<file path="config.mk">
export PLATFORM = sky130hd
export DESIGN_NAME = mem_scan_reader
export DESIGN_NICKNAME = d
export VERILOG_FILES = /design/src/rtl/mem_scan_reader.sv
export SDC_FILE = /design/constraint.sdc
export NUM_CORES = 1
export LEC_CHECK = 0
export ABC_AREA = 1
export CORE_MARGIN = 8
export CORE_UTILIZATION = 65
export DETAILED_ROUTE_END_ITERATION = 10
export GPL_TIMING_DRIVEN = 0
export PLACE_DENSITY = 0.94
export RECOVER_POWER = 50
export SLEW_MARGIN = 10
export SYNTH_ARGS = -nofsm -noshare
export SYNTH_HDL_FRONTEND = slang
export SYNTH_SLANG_ARGS = --single-unit
</file>
<file path="constraint.sdc">
create_clock -name clk -period 3.7 [get_ports clk]
set_input_delay 0.555 -clock clk [delete_from_list [all_inputs] [get_ports clk]]
set_output_delay 0.555 -clock clk [all_outputs]
set_load 0.005 [all_outputs]
</file>
<file path="src/rtl/mem_scan_reader.sv">
// mem_scan_reader: streams a contiguous, wrapping range of a register array out over valid/ready
// ports: clk, rst (async, active-high); wr_en/wr_addr/wr_data write the array in any state;
//        start/base_addr/count request a scan (count 0 = DEPTH words);
//        dd/dd_addr/dd_valid/dd_ready carry the scanned words; busy covers the scan, done pulses at its end
module mem_scan_reader #(
    parameter int DW = 8,
    parameter int DEPTH = 16,
    parameter int AW = 4
) (
    input  logic          clk,
    input  logic          rst,
    input  logic          wr_en,
    input  logic [AW-1:0] wr_addr,
    input  logic [DW-1:0] wr_data,
    input  logic          start,
    input  logic [AW-1:0] base_addr,
    input  logic [AW-1:0] count,
    output logic [DW-1:0] dd,
    output logic [AW-1:0] dd_addr,
    output logic          dd_valid,
    input  logic          dd_ready,
    output logic          busy,
    output logic          done
);
    typedef enum logic [1:0] {IDLE, SCAN, FIN} state_t;
    state_t state;
    logic [DW-1:0] mem [DEPTH];
    logic [AW:0] rem;
    logic [AW-1:0] nxt;
    assign nxt = dd_addr + AW'(1);
    // non-blocking write: reads on the same edge see the old content
    always_ff @(posedge clk)
        if (wr_en) mem[wr_addr] <= wr_data;
    always_ff @(posedge clk or posedge rst) begin
        if (rst) begin
            state    <= IDLE;
            rem      <= '0;
            dd       <= '0;
            dd_addr  <= '0;
            dd_valid <= 1'b0;
            busy     <= 1'b0;
            done     <= 1'b0;
        end else begin
            case (state)
                IDLE:
                    if (start) begin
                        rem      <= (count == '0) ? (AW+1)'(DEPTH) : {1'b0, count};
                        dd       <= mem[base_addr];
                        dd_addr  <= base_addr;
                        dd_valid <= 1'b1;
                        busy     <= 1'b1;
                        state    <= SCAN;
                    end
                SCAN:
                    if (dd_valid && dd_ready) begin
                        if (rem == (AW+1)'(1)) begin
                            dd_valid <= 1'b0;
                            done     <= 1'b1;
                            state    <= FIN;
                        end else begin
                            rem     <= rem - (AW+1)'(1);
                            dd      <= mem[nxt];
                            dd_addr <= nxt;
                        end
                    end
                FIN: begin
                    done  <= 1'b0;
                    busy  <= 1'b0;
                    state <= IDLE;
                end
                default: state <= IDLE;
            endcase
        end
    end
endmodule

</file>
* Word-level counts from Yosys, hierarchy flattened
Memory sizes are Yosys's and may differ from the RTL's.
Cells that the tools add are included.
** Word-level totals
- Flip-flop bits (word level) :: 22
- Latch bits :: 0
- RAM bits :: 128
- ROM bits :: 0
- Bits of input ports :: 25
- Output and inout bits :: 15
- Word-level logic and storage cells :: 55
- Memories :: 1
** Cells by class
- $add $sub $neg :: 2
- Multipliers :: 0
- Div/mod/pow operators :: 0
- Order comparisons :: 0
- Equality and inequality tests :: 7
- Shift-type cells :: 0
- Muxes and demuxes :: 27
- Bitwise gates (word level) :: 0
- Reduce and logical (&&, ||, !) cells :: 11
** Memory list
- mem :: words 16, width 8, read ports 2, clocked after memory_dff 0, write ports 1, line 27 : logic [DW-1:0] mem [DEPTH];
** Operators by type and width (count)
- $mux 8 :: 3
- $mux 5 :: 4
- $pmux 8 s2 :: 1
- $mux 4 :: 3
- $pmux 5 s2 :: 1
- $ne 2x2->1 const B :: 4
- $pmux 4 s2 :: 1
- $reduce_and 4->1 :: 2
- $mux 1 :: 7
- $mux 2 :: 3
- $pmux 1 s2 :: 3
- $reduce_and 3->1 :: 2
- $reduce_bool 2->1 :: 3
- $eq 5x1->1 const B :: 1
- $sub 5x1->5 const B :: 1
- $add 4x1->4 const B :: 1
- $logic_not 4->1 :: 1
- $pmux 2 s2 :: 1
- $eq 2x1->1 const B :: 1
- $eq 2x2->1 const B :: 1
- $logic_not 2->1 :: 1
- $reduce_and 2->1 :: 1
- $logic_and 1x1->1 :: 1

* Logic depth before layout (Yosys ltp)
Gate-level depths: netlist (run 1).
An unclocked memory read counts as a cell.
- Depth after elaboration :: 5
- Mapped depth :: 10
- Mapped depth without buffers :: 9

* Least setup slack after synthesis (run 1)
No wires, ideal clock.
- Path type :: register to register
- From :: reg dd_addr[0]
- To :: reg dd[0]
- Arrival time :: 1.660 ns
- Data required time :: 3.635 ns
- Setup slack :: 1.976 ns
- Stages on the path, launching flop included :: 11
- Buffers on the path :: 2
- Path through :: dfrtp_1 > ha_1 > clkbuf_1 > inv_1 > clkbuf_1 > nand3_1 > nand3_1 > nand3_1 > nand3_1 > nand3_1 > nand2_1
** On the way
- Longest elaborated chain between the ends :: 5
** RTL lines
- start: declaration :: line 19 : output logic [AW-1:0] dd_addr,
- start signal: assignment :: line 49 : dd_addr <= base_addr;
- start signal: assignment :: line 63 : dd_addr <= nxt;
- $add 4x1->4 :: line 30 : assign nxt = dd_addr + AW'(1);
- $mem_v2 16x8
- $mux 8 :: line 56 : if (rem == (AW+1)'(1)) begin
- $mux 8 :: line 55 : if (dd_valid && dd_ready) begin
- $pmux 8 s2 :: line 44 : case (state)
- end signal: assignment :: line 48 : dd <= mem[base_addr];
- end signal: assignment :: line 62 : dd <= mem[nxt];
- end: declaration :: line 18 : output logic [DW-1:0] dd,
No other way between the ends. The select of a mux whose other input is x is not followed.
A chain may end at the register's enable or synchronous reset.

* Worst setup path after layout (run 1)
- From :: reg dd_addr[0]
- To :: reg dd[3]
The elaborated chain is that of the path after synthesis.

==> summary.md, run 1 <==
| Metric | Value |
|---|---|
| #FFs+latches synth | 150 |
| GR Util met3 | 9.845% |
| Residual DRC | 0 |
| R2r setup slk | 1050 ps |
| Hold WC Path Type | reg -> reg |
| Critical path's largest stage delay | 550 ps |
| Top delay family on crit path | buffers and inverters |
| CTS root buffer | clkbuf_16 |
| Global route total overflow | 0 |
| Postcts setup bufs | 0 |
| CTS Buf Count | 17 |
| Row cnt | 40 |
| Min-delay src | dd[2] |
| Synthesized area per cell | 8.330 µm² |
| Initial antenna violation count | 0 |
| Startpoint Class | flop |
| Minimum clock period | 2645 ps |
| Cell Pwr Density | 757.8 nW/µm² |
| Synth Warn # | 0 |
| VDD IR max | 0.5000 mV |
| Ys async rst share | 14.67% |
| DIE AREA | 16,050 µm² |
| Post_cts resized | 0 |
| Syn nets | 984 |
| Fillers | 882 |
| RSZ-0062 raised after global routing | false |
| Drt first-iter violations | 1,369 |
| Drt total wl | 25,420 µm |
| Layout Skew | 7.981 ps |
| CTS tree | built |
| Largest net degree at the start of global routing | 23 |
| EDFF count, synth | 128 |
| Status | complete, no violations |
| Fmax | 378.0 MHz |
| Period Utilization, post-route | 71.49% |
| Total clock sinks | 150 |
| Setup TNS | 0 ps |
| Max Buffers Root-to-Sink | 2 |
| Drt via density | 6.277 |
| Multi-input logic area | 2753 µm² |
| PortBufs | 35 |
| Critical Path RT | 4070 ps |
| Top post-synthesis cells by area | edfxtp_1, nand3_1, nand2_1 |
| Nets | 1,038 |
| Global-route wire length before repair | 38,540 µm |
| Most frequent cells in the layout | nand2_1, nand3_1, inv_1 |
| Total number of vias | 7,344 |
| Slowest-stage cell, CP | clkbuf_1 |
| CTS clk-pin slew, worst paths | 60 ps |
| Worst Setup End Kind | flop |
| Placed insts | 1,138 |
| Die height | 126.7 µm |
| Lkg Pwr | 4.049 nW |
| Max Cap Viol | 0 |
| Max H-tree Level | 4 |
| Hold Buf Count CTS | 0 |
| Worst-Margin Slew | 1158 ps |
| Routability cong. | 1.024 |
| Endpoints failing setup | 0 |
| GRT Total Usage | 32.11% |
| Synth Instances | 956 |
| Pre-antenna DRT Iters | 7 |
| Worst Setup SP | dd_addr[0] |
| Wire length per cell | 21.72 µm |
| Initial core utilization | 66.30% |
| FF-to-FF Start | dd_addr[0] |
| Hold Fails Final Rpt | 0 |
| Cell taking the most area after synthesis | edfxtp_1 |
| Sequential-to-total area share from yosys stat | 55.18% |
| Most common cell after layout, fill and taps aside | nand2_1 |
| Setup CP Type | reg -> reg |
| Storage element area | 4394 µm² |
| Clk_lat worst skew | 430 ps |
| GR peak layer | met2 |
| Area growth syn-to-layout | 14.23% |
| I/O pins | 40 |
| Worst-path fanout max | 10 |
| Post-DP HPWL | 17,180 µm |
| Main flop type after synthesis | edfxtp_1 |
| Synth top area share | 48.26% |
| Most common cell on crit path | nand3_1 |
| Netlist cell types | 29 |
| Max_slew headroom | 22.50% |
| Cell breakdown of the critical path | ha_1 -> clkbuf_1 -> inv_1 -> clkbuf_1 -> nand3_1 -> nand3_1 -> nand3_1 -> nand3_1 -> nand3_1 -> nand2_1 |
| Die X | 126.7 µm |
| Vias in the first global route | 7,056 |
| Met1 GRT Util | 41.17% |
| Met2 Usage GRT | 48.18% |
| WP buf/inv | 3 |
| CP arrival | 3010 ps |
| Layout cells sized above 1 | 5.865% |
| Core Area | 12,010 µm² |
| Synth Cell Area | 7964 µm² |
| Ant. Diodes | 0 |
| Routed Antenna Nets | 0 |
| Fin cells | 1,170 |
| Fin. max-slew vios | 0 |
-- worst min-delay path, stage by stage (launching register included) --
cell and delay, ps:
dfrtp_1 340, nand2_1 50, nand2_1 50
-- sequential cells by signal, indices dropped and copies added (netlist names) --
| register | flops |
|---|---|
| busy | 1 |
| rem | 5 |
| dd_valid | 1 |
| mem | 128 |
| dd_addr | 4 |
| dd | 8 |
| done | 1 |
| state | 2 |
-- metrics by stage --
stage,hold slack (ps),util (%),area [µm²],power [mW],setup WS (ps)
after floorplan,472.6,-,7964,3.912,1976
after global placement,464.5,70.75,8498,4.871,1266
after detailed placement,465.8,70.75,8498,4.916,1224
after CTS,482.1,75.90,9116,6.746,1203
after global routing,497.6,75.74,9097,7.115,964.3
final,480.8,75.74,9097,6.894,1055
-- logic make-up after synthesis --
family / Yosys count / share of synthesized area (%)
XOR/XNOR: 3 / 0.6600
buffers and inverters: 202 / 10.12
AO/OA/AOI/OAI: 31 / 2.482
AND/OR/NAND/NOR: 567 / 31.09
adder cells (fa/ha/maj): 3 / 0.4714
flip-flops: 150 / 55.18
-- where the power goes --
group | internal, mW | total [mW] | switching [mW]
logic | 0.957 | 2.97 | 2.01
registers | 1.98 | 2.08 | 0.0986
clock network | 1.18 | 1.85 | 0.670
total | 4.12 | 6.89 | 2.78
-- path summary, 6_finish.rpt --
path / cells past startpoint / end
min reg2reg: 2 / dd[2]
max in group asynchronous: 2 / dd[0]
max reg2reg: 10 / dd[3]
min in group asynchronous: 2 / rem[0]
max: 10 / dd[3]
min: 2 / dd[2]
-- cells in the mapped netlist (2+ instances only) --
cell and count:
nand3b_1 2, inv_2 4, dfrtp_1 22, nand2_4 3, o211ai_1 9, nand2_1 289
o21ai_1 2, inv_1 144, clkbuf_1 24, o21ai_0 12, nand3_1 243, a31oi_1 4
edfxtp_1 128, buf_2 21, nor2_1 28, buf_6 2, buf_1 5, ha_1 3
-- metal layers --
layer | vias to the layer above | routed length (µm) | part of all wire, %
li1 | 3225 | - | -
met1 | 3327 | 9321 | 37
met2 | 666 | 11130 | 44
met3 | 126 | 3833 | 15
met4 | 0 | 1131 | 4.4
met5 | - | 0 | 0
-- area by class of cell --
| type | count | area share (%) |
|---|---|---|
| inverter | 149 | 6.175 |
| timing repair buffer | 35 | 3.851 |
| multi-input combinational | 604 | 30.26 |
| clock buffer | 19 | 4.759 |
| sequential | 150 | 48.30 |
| clock inverter | 13 | 2.035 |
| tap | 147 | 2.022 |
| buffer | 53 | 2.599 |
No activity file was read; power rests on OpenSTA's default activity.
==> run 2: changes to the inputs <==
--- a/config.mk
+++ b/config.mk
@@ -7,10 +7,10 @@
 export LEC_CHECK = 0
 export ABC_AREA = 1
 export CORE_MARGIN = 8
-export CORE_UTILIZATION = 65
+export CORE_UTILIZATION = 61
 export DETAILED_ROUTE_END_ITERATION = 10
 export GPL_TIMING_DRIVEN = 0
-export PLACE_DENSITY = 0.94
+export PLACE_DENSITY = 0.9
 export RECOVER_POWER = 50
 export SLEW_MARGIN = 10
 export SYNTH_ARGS = -nofsm -noshare
==> constraint.sdc (replaced) <==
create_clock -name clk -period 2.7 [get_ports clk]
set_input_delay 0.405 -clock clk [delete_from_list [all_inputs] [get_ports clk]]
set_output_delay 0.405 -clock clk [all_outputs]
set_load 0.005 [all_outputs]
==> summary.md, run 2 (same netlist as run 1, synthesis figures left out) <==
| Metric | Value |
|---|---|
| RSZ-0062 raised after global routing | false |
| Layout cells sized above 1 | 6.354% (+0.49 points) |
| PortBufs | 35 (unchanged) |
| Post-DP HPWL | 16,860 µm (-1.9%) |
| Area growth syn-to-layout | 15.07% |
| Lkg Pwr | 4.057 nW (+0.21%) |
| Pre-antenna DRT Iters | 7 (unchanged) |
| Fmax | 388.8 MHz (+2.8%) |
| Max FFs per register | 128 (unchanged) |
| Multi-input logic area | 2764 µm² (+0.41%) |
| Placed insts | 1,163 (+2.2%) |
| GRT Total Usage | 30.66% (-1.4 points) |
| Hold WC Path Type | reg -> reg |
| Critical Path RT | 3070 ps (-1000 ps) |
| Cell Pwr Density | 1033 nW/µm² (+36%) |
| Routed Antenna Nets | 0 (unchanged) |
| Global-route wire length before repair | 38,050 µm (-1.3%) |
| Total number of vias | 7,373 (+0.39%) |
| Core Area | 12,670 µm² (+5.5%) |
| Max H-tree Level | 4 (unchanged) |
| Max Buffers Root-to-Sink | 2 (unchanged) |
| Die X | 130.3 µm (+2.8%) |
| Residual DRC | 0 (unchanged) |
| CTS root buffer | clkbuf_16 |
| CTS clk-pin slew, worst paths | 60 ps (about the same) |
| Initial antenna violation count | 0 (unchanged) |
| Clk_lat worst skew | 430 ps (about the same) |
| Worst-path fanout max | 10 (unchanged) |
| CTS Buf Count | 17 (unchanged) |
| Drt total wl | 24,780 µm (-2.5%) |
| Largest net degree at the start of global routing | 23 (unchanged) |
| Initial core utilization | 62.85% (-3.5 points) |
| Hold Fails Final Rpt | 0 (unchanged) |
| Minimum clock period | 2572 ps (-73.21 ps) |
| Global route total overflow | 0 (unchanged) |
| Vias in the first global route | 7,025 (-0.44%) |
| Largest registers | mem x128, dd x8, rem x5 |
| Ant. Diodes | 0 (unchanged) |
| DIE AREA | 16,970 µm² (+5.7%) |
| Postcts setup bufs | 0 (unchanged) |
| I/O pins | 40 (unchanged) |
| Fillers | 940 (+6.6%) |
| Wire length per cell | 20.74 µm (-4.5%) |
| Most frequent cells in the layout | nand2_1, nand3_1, inv_1 |
| Fin. max-slew vios | 0 (unchanged) |
| Routability cong. | 1.039 (+1.4%) |
| WHS | 480.0 ps (-0.7120 ps) |
| VDD IR max | 0.6737 mV (+35%) |
| Row cnt | 41 (+2.5%) |
| Status | complete, no violations |
| Finished Cell Area | 9164 µm² (+0.73%) |
| Drt via density | 6.170 (-1.7%) |
| Biggest register | mem |
| Worst-Margin Slew | 1130 ps (-28.01 ps) |
| Post-layout util | 72.32% (-3.4 points) |
| Most common cell after layout, fill and taps aside | nand2_1 |
| Die height | 130.3 µm (+2.8%) |
| Storage element area | 4394 µm² (unchanged) |
| Post_cts resized | 0 (unchanged) |
| Nets | 1,038 (unchanged) |
| Max Cap Viol | 0 (unchanged) |
| Placed cell area | 8529 µm² (+0.37%) |
| Total clock sinks | 150 (unchanged) |
| Worst Setup End Kind | flop |
| Drt first-iter violations | 1,263 (-7.7%) |
| Setup CP Type | reg -> reg |
| Endpoints failing setup | 0 (unchanged) |
| Layout Skew | 6.474 ps (-1.507 ps) |
| Period Utilization, post-route | 95.26% (+24 points) |
| CTS tree | built |
| Setup TNS | 0 ps (unchanged) |
| CP arrival | 2940 ps (-70 ps) |
| Hold Buf Count CTS | 0 (unchanged) |
| Startpoint Class | flop |
| Max_slew headroom | 24.38% (+1.9 points) |
| Fin cells | 1,195 (+2.1%) |
run 2: final cells by class:
class                      instances  area share (%)
tap                              172           2.348
clock inverter                    15           2.280
sequential                       150           47.95
multi-input combinational        604           30.16
buffer                            53           2.662
timing repair buffer              35           3.823
clock buffer                      17           4.642
inverter                         149           6.131
run 2: per-stage QoR:
| stage | setup WS, ps | power [mW] |
|---|---|---|
| after floorplan | 975.6 | 5.361 |
| after global placement | 344.5 | 6.621 |
| after detailed placement | 304.2 | 6.710 |
| after CTS | 269.1 | 9.260 |
| after global routing | 107.3 | 9.778 |
| final | 127.9 | 9.466 |
run 2: path summary, 6_finish.rpt:
path / from / to / slack, ps / cells after the start
setup / recovery: dd_addr[0] / dd[3] / 130 / 10
hold / removal: dd[0] / dd[0] / 480 / 2
setup reg to reg: dd_addr[0] / dd[3] / 130 / 10
hold reg to reg: dd[0] / dd[0] / 480 / 2
max in group asynchronous: rst / state[0] / 1610 / 2
min in group asynchronous: rst / dd_addr[2] / 580 / 2
run 2: layer usage:
| layer | share of wire [%] | up-vias | global-route usage [%] |
|---|---|---|---|
| met1 | 35 | 3284 | 39.00 |
| li1 | - | 3232 | - |
| met4 | 5.4 | 0 | 16.80 |
| met3 | 16 | 143 | 9.670 |
| met5 | 0 | - | 0 |
| met2 | 43 | 714 | 45.83 |
run 2: power breakdown:
part           total (mW)  internal, mW  switching (mW)  leakage, nW
clock                2.56          1.63           0.933        0.306
combinational        4.05          1.33            2.73         2.33
sequential           2.85          2.71           0.140         1.42
run 2: critical path: stages, from the launching register on:
cell and delay (ps):
dfrtp_1 480, ha_1 330, clkbuf_1 210, inv_1 190, clkbuf_1 510, nand3_1 160
nand3_1 160, nand3_1 130, nand3_1 140, nand3_1 130, nand2_1 80
==> run 3: changes to the inputs <==
--- a/config.mk
+++ b/config.mk
@@ -7,10 +7,10 @@
 export LEC_CHECK = 0
 export ABC_AREA = 1
 export CORE_MARGIN = 8
-export CORE_UTILIZATION = 61
+export CORE_UTILIZATION = 65
 export DETAILED_ROUTE_END_ITERATION = 10
 export GPL_TIMING_DRIVEN = 0
-export PLACE_DENSITY = 0.9
+export PLACE_DENSITY = 0.94
 export RECOVER_POWER = 50
 export SLEW_MARGIN = 10
 export SYNTH_ARGS = -nofsm -noshare
==> constraint.sdc (replaced) <==
create_clock -name clk -period 3.1 [get_ports clk]
set_input_delay 0.465 -clock clk [delete_from_list [all_inputs] [get_ports clk]]
set_output_delay 0.465 -clock clk [all_outputs]
set_load 0.005 [all_outputs]
==> summary.md, run 3 (same netlist as run 1, synthesis figures left out) <==
| Metric | Value |
|---|---|
| Area growth syn-to-layout | 14.47% |
| Cells on Worst Hold Path | 2 (unchanged) |
| Total clock sinks | 150 (unchanged) |
| Nets | 1,038 (unchanged) |
| Status | complete, no violations |
| Post-DP HPWL | 17,180 µm (+1.9%) |
| Fmax | 378.3 MHz (-2.7%) |
| Wire length per cell | 21.71 µm (+4.7%) |
| Startpoint Class | flop |
| Worst Setup End Kind | flop |
| Endpoints failing setup | 0 (unchanged) |
| VDD IR max | 0.5935 mV (-12%) |
| Multi-input logic area | 2764 µm² (unchanged) |
| Cell breakdown of the critical path | ha_1 -> clkbuf_1 -> inv_1 -> clkbuf_1 -> nand3_1 -> nand3_1 -> nand3_1 -> nand3_1 -> nand3_1 -> nand2_1 |
| Vias in the first global route | 7,056 (+0.44%) |
| Placed cell area | 8498 µm² (-0.37%) |
| CP arrival | 3010 ps (+70 ps) |
| Minimum clock period | 2644 ps (+71.41 ps) |
| Hold Fails Final Rpt | 0 (unchanged) |
| Critical path's largest stage delay | 540 ps (+30 ps) |
| Critical Path RT | 3470 ps (+400 ps) |
| Layout cells sized above 1 | 6.061% (-0.29 points) |
| Slowest-stage cell, CP | clkbuf_1 |
| DIE AREA | 16,050 µm² (-5.4%) |
| Routability cong. | 1.024 (-1.4%) |
| Postcts setup bufs | 0 (unchanged) |
| Critical Path Stages | 10 (unchanged) |
| Lkg Pwr | 4.056 nW (about the same) |
| Initial core utilization | 66.30% (+3.5 points) |
| Row cnt | 40 (-2.4%) |
| PortBufs | 35 (unchanged) |
| Worst Setup SP | dd_addr[0] |
| GRT Total Usage | 32.11% (+1.4 points) |
| R2r worst-path depth | 10 (unchanged) |
| Largest registers | mem x128, dd x8, rem x5 |
| Most frequent cells in the layout | nand2_1, nand3_1, inv_1 |
| Largest net degree at the start of global routing | 23 (unchanged) |
| Pre-antenna DRT Iters | 7 (unchanged) |
| Top delay family on crit path | buffers and inverters |
| Die X | 126.7 µm (-2.7%) |
| Finished Cell Area | 9116 µm² (-0.52%) |
| Max_slew headroom | 26.06% (+1.7 points) |
| Most common cell after layout, fill and taps aside | nand2_1 |
| CTS clk-pin slew, worst paths | 60 ps (about the same) |
| Drt via density | 6.209 (+0.64%) |
| Placed insts | 1,138 (-2.1%) |
| Die height | 126.7 µm (-2.7%) |
| WP buf/inv | 3 (unchanged) |
| Routed Antenna Nets | 0 (unchanged) |
| Fillers | 878 (-6.6%) |
| CTS root buffer | clkbuf_16 |
| Max Buffers Root-to-Sink | 2 (unchanged) |
| Worst-path fanout max | 10 (unchanged) |
| Ant. Diodes | 0 (unchanged) |
| Residual DRC | 0 (unchanged) |
| Hold Buf Count CTS | 0 (unchanged) |
| CTS Buf Count | 17 (unchanged) |
| Total number of vias | 7,265 (-1.5%) |
| Drt total wl | 25,400 µm (+2.5%) |
| Post_cts resized | 0 (unchanged) |
| Global route total overflow | 0 (unchanged) |
| Max Cap Viol | 0 (unchanged) |
| Max FFs per register | 128 (unchanged) |
| Setup TNS | 0 ps (unchanged) |
| Final total power | 8.240 mW (-13%) |
| Core Area | 12,010 µm² (-5.2%) |
| Hold WC Path Type | reg -> reg |
| I/O pins | 40 (unchanged) |
| Fin cells | 1,170 (-2.1%) |
| Clk_lat worst skew | 430 ps (about the same) |
| Period Utilization, post-route | 85.27% (-10 points) |
| Drt first-iter violations | 1,442 (+14%) |
| Storage element area | 4394 µm² (unchanged) |
| Min-delay src | dd[2] |
| Initial antenna violation count | 0 (unchanged) |
| Post-layout util | 75.90% (+3.6 points) |
| FF-to-FF Start | dd_addr[0] |
| Cell Pwr Density | 903.8 nW/µm² (-13%) |
| CTS tree | built |
| Layout Skew | 7.577 ps (+1.103 ps) |
| Setup CP Type | reg -> reg |
| Worst-Margin Slew | 1105 ps (-25.11 ps) |
| Most common cell on crit path | nand3_1 |
| Biggest register | mem |
| Max H-tree Level | 4 (unchanged) |
| RSZ-0062 raised after global routing | false |
| Fin. max-slew vios | 0 (unchanged) |
| Global-route wire length before repair | 38,540 µm (+1.3%) |
run 3: worst reg2reg max path: cells and delay by family (launching register included):
family,cells,cell delay (ps)
buffers and inverters,3,960
and+or+nand+nor,6,840
DFF,1,460
adders and majority gates,1,320
run 3: worst paths after layout:
path | end | slack, ps
worst min-delay path | dd[2] | 480
worst min register to register | dd[2] | 480
max in group asynchronous | dd[0] | 1960
worst max register to register | dd[3] | 460
worst max-delay path | dd[3] | 460
min in group asynchronous | rem[0] | 630
run 3: through the flow:
stage / hold slack, ps / worst slack [ps]
finish: 482.3 / 456.5
CTS: 482.1 / 602.7
floorplan: 454.2 / 1376
detailed placement: 465.8 / 627.7
global placement: 464.5 / 665.7
global route: 497.6 / 377.9
run 3: area by class of cell:
class	instances	share of cell area, %
clock buffers	19	4.749
flip-flops and latches	150	48.20
clock inverters	13	2.031
inverters	149	6.163
well taps	147	2.018
repair buffers	35	3.843
multi-input cells	604	30.32
plain buffers	53	2.676
run 3: where the power goes:
part           switching [mW]  internal [mW]  total (mW)
clock                   0.789           1.41        2.20
combinational            2.40           1.16        3.56
sequential              0.117           2.36        2.48
total                    3.31           4.93        8.24
run 3: layer usage:
layer	track usage [%]	wire, µm	up-vias
li1	-	-	3227
met1	41.17	9509	3291
met2	48.18	11100	617
met3	9.845	3582	130
met4	17.00	1210	0
met5	0	0	-
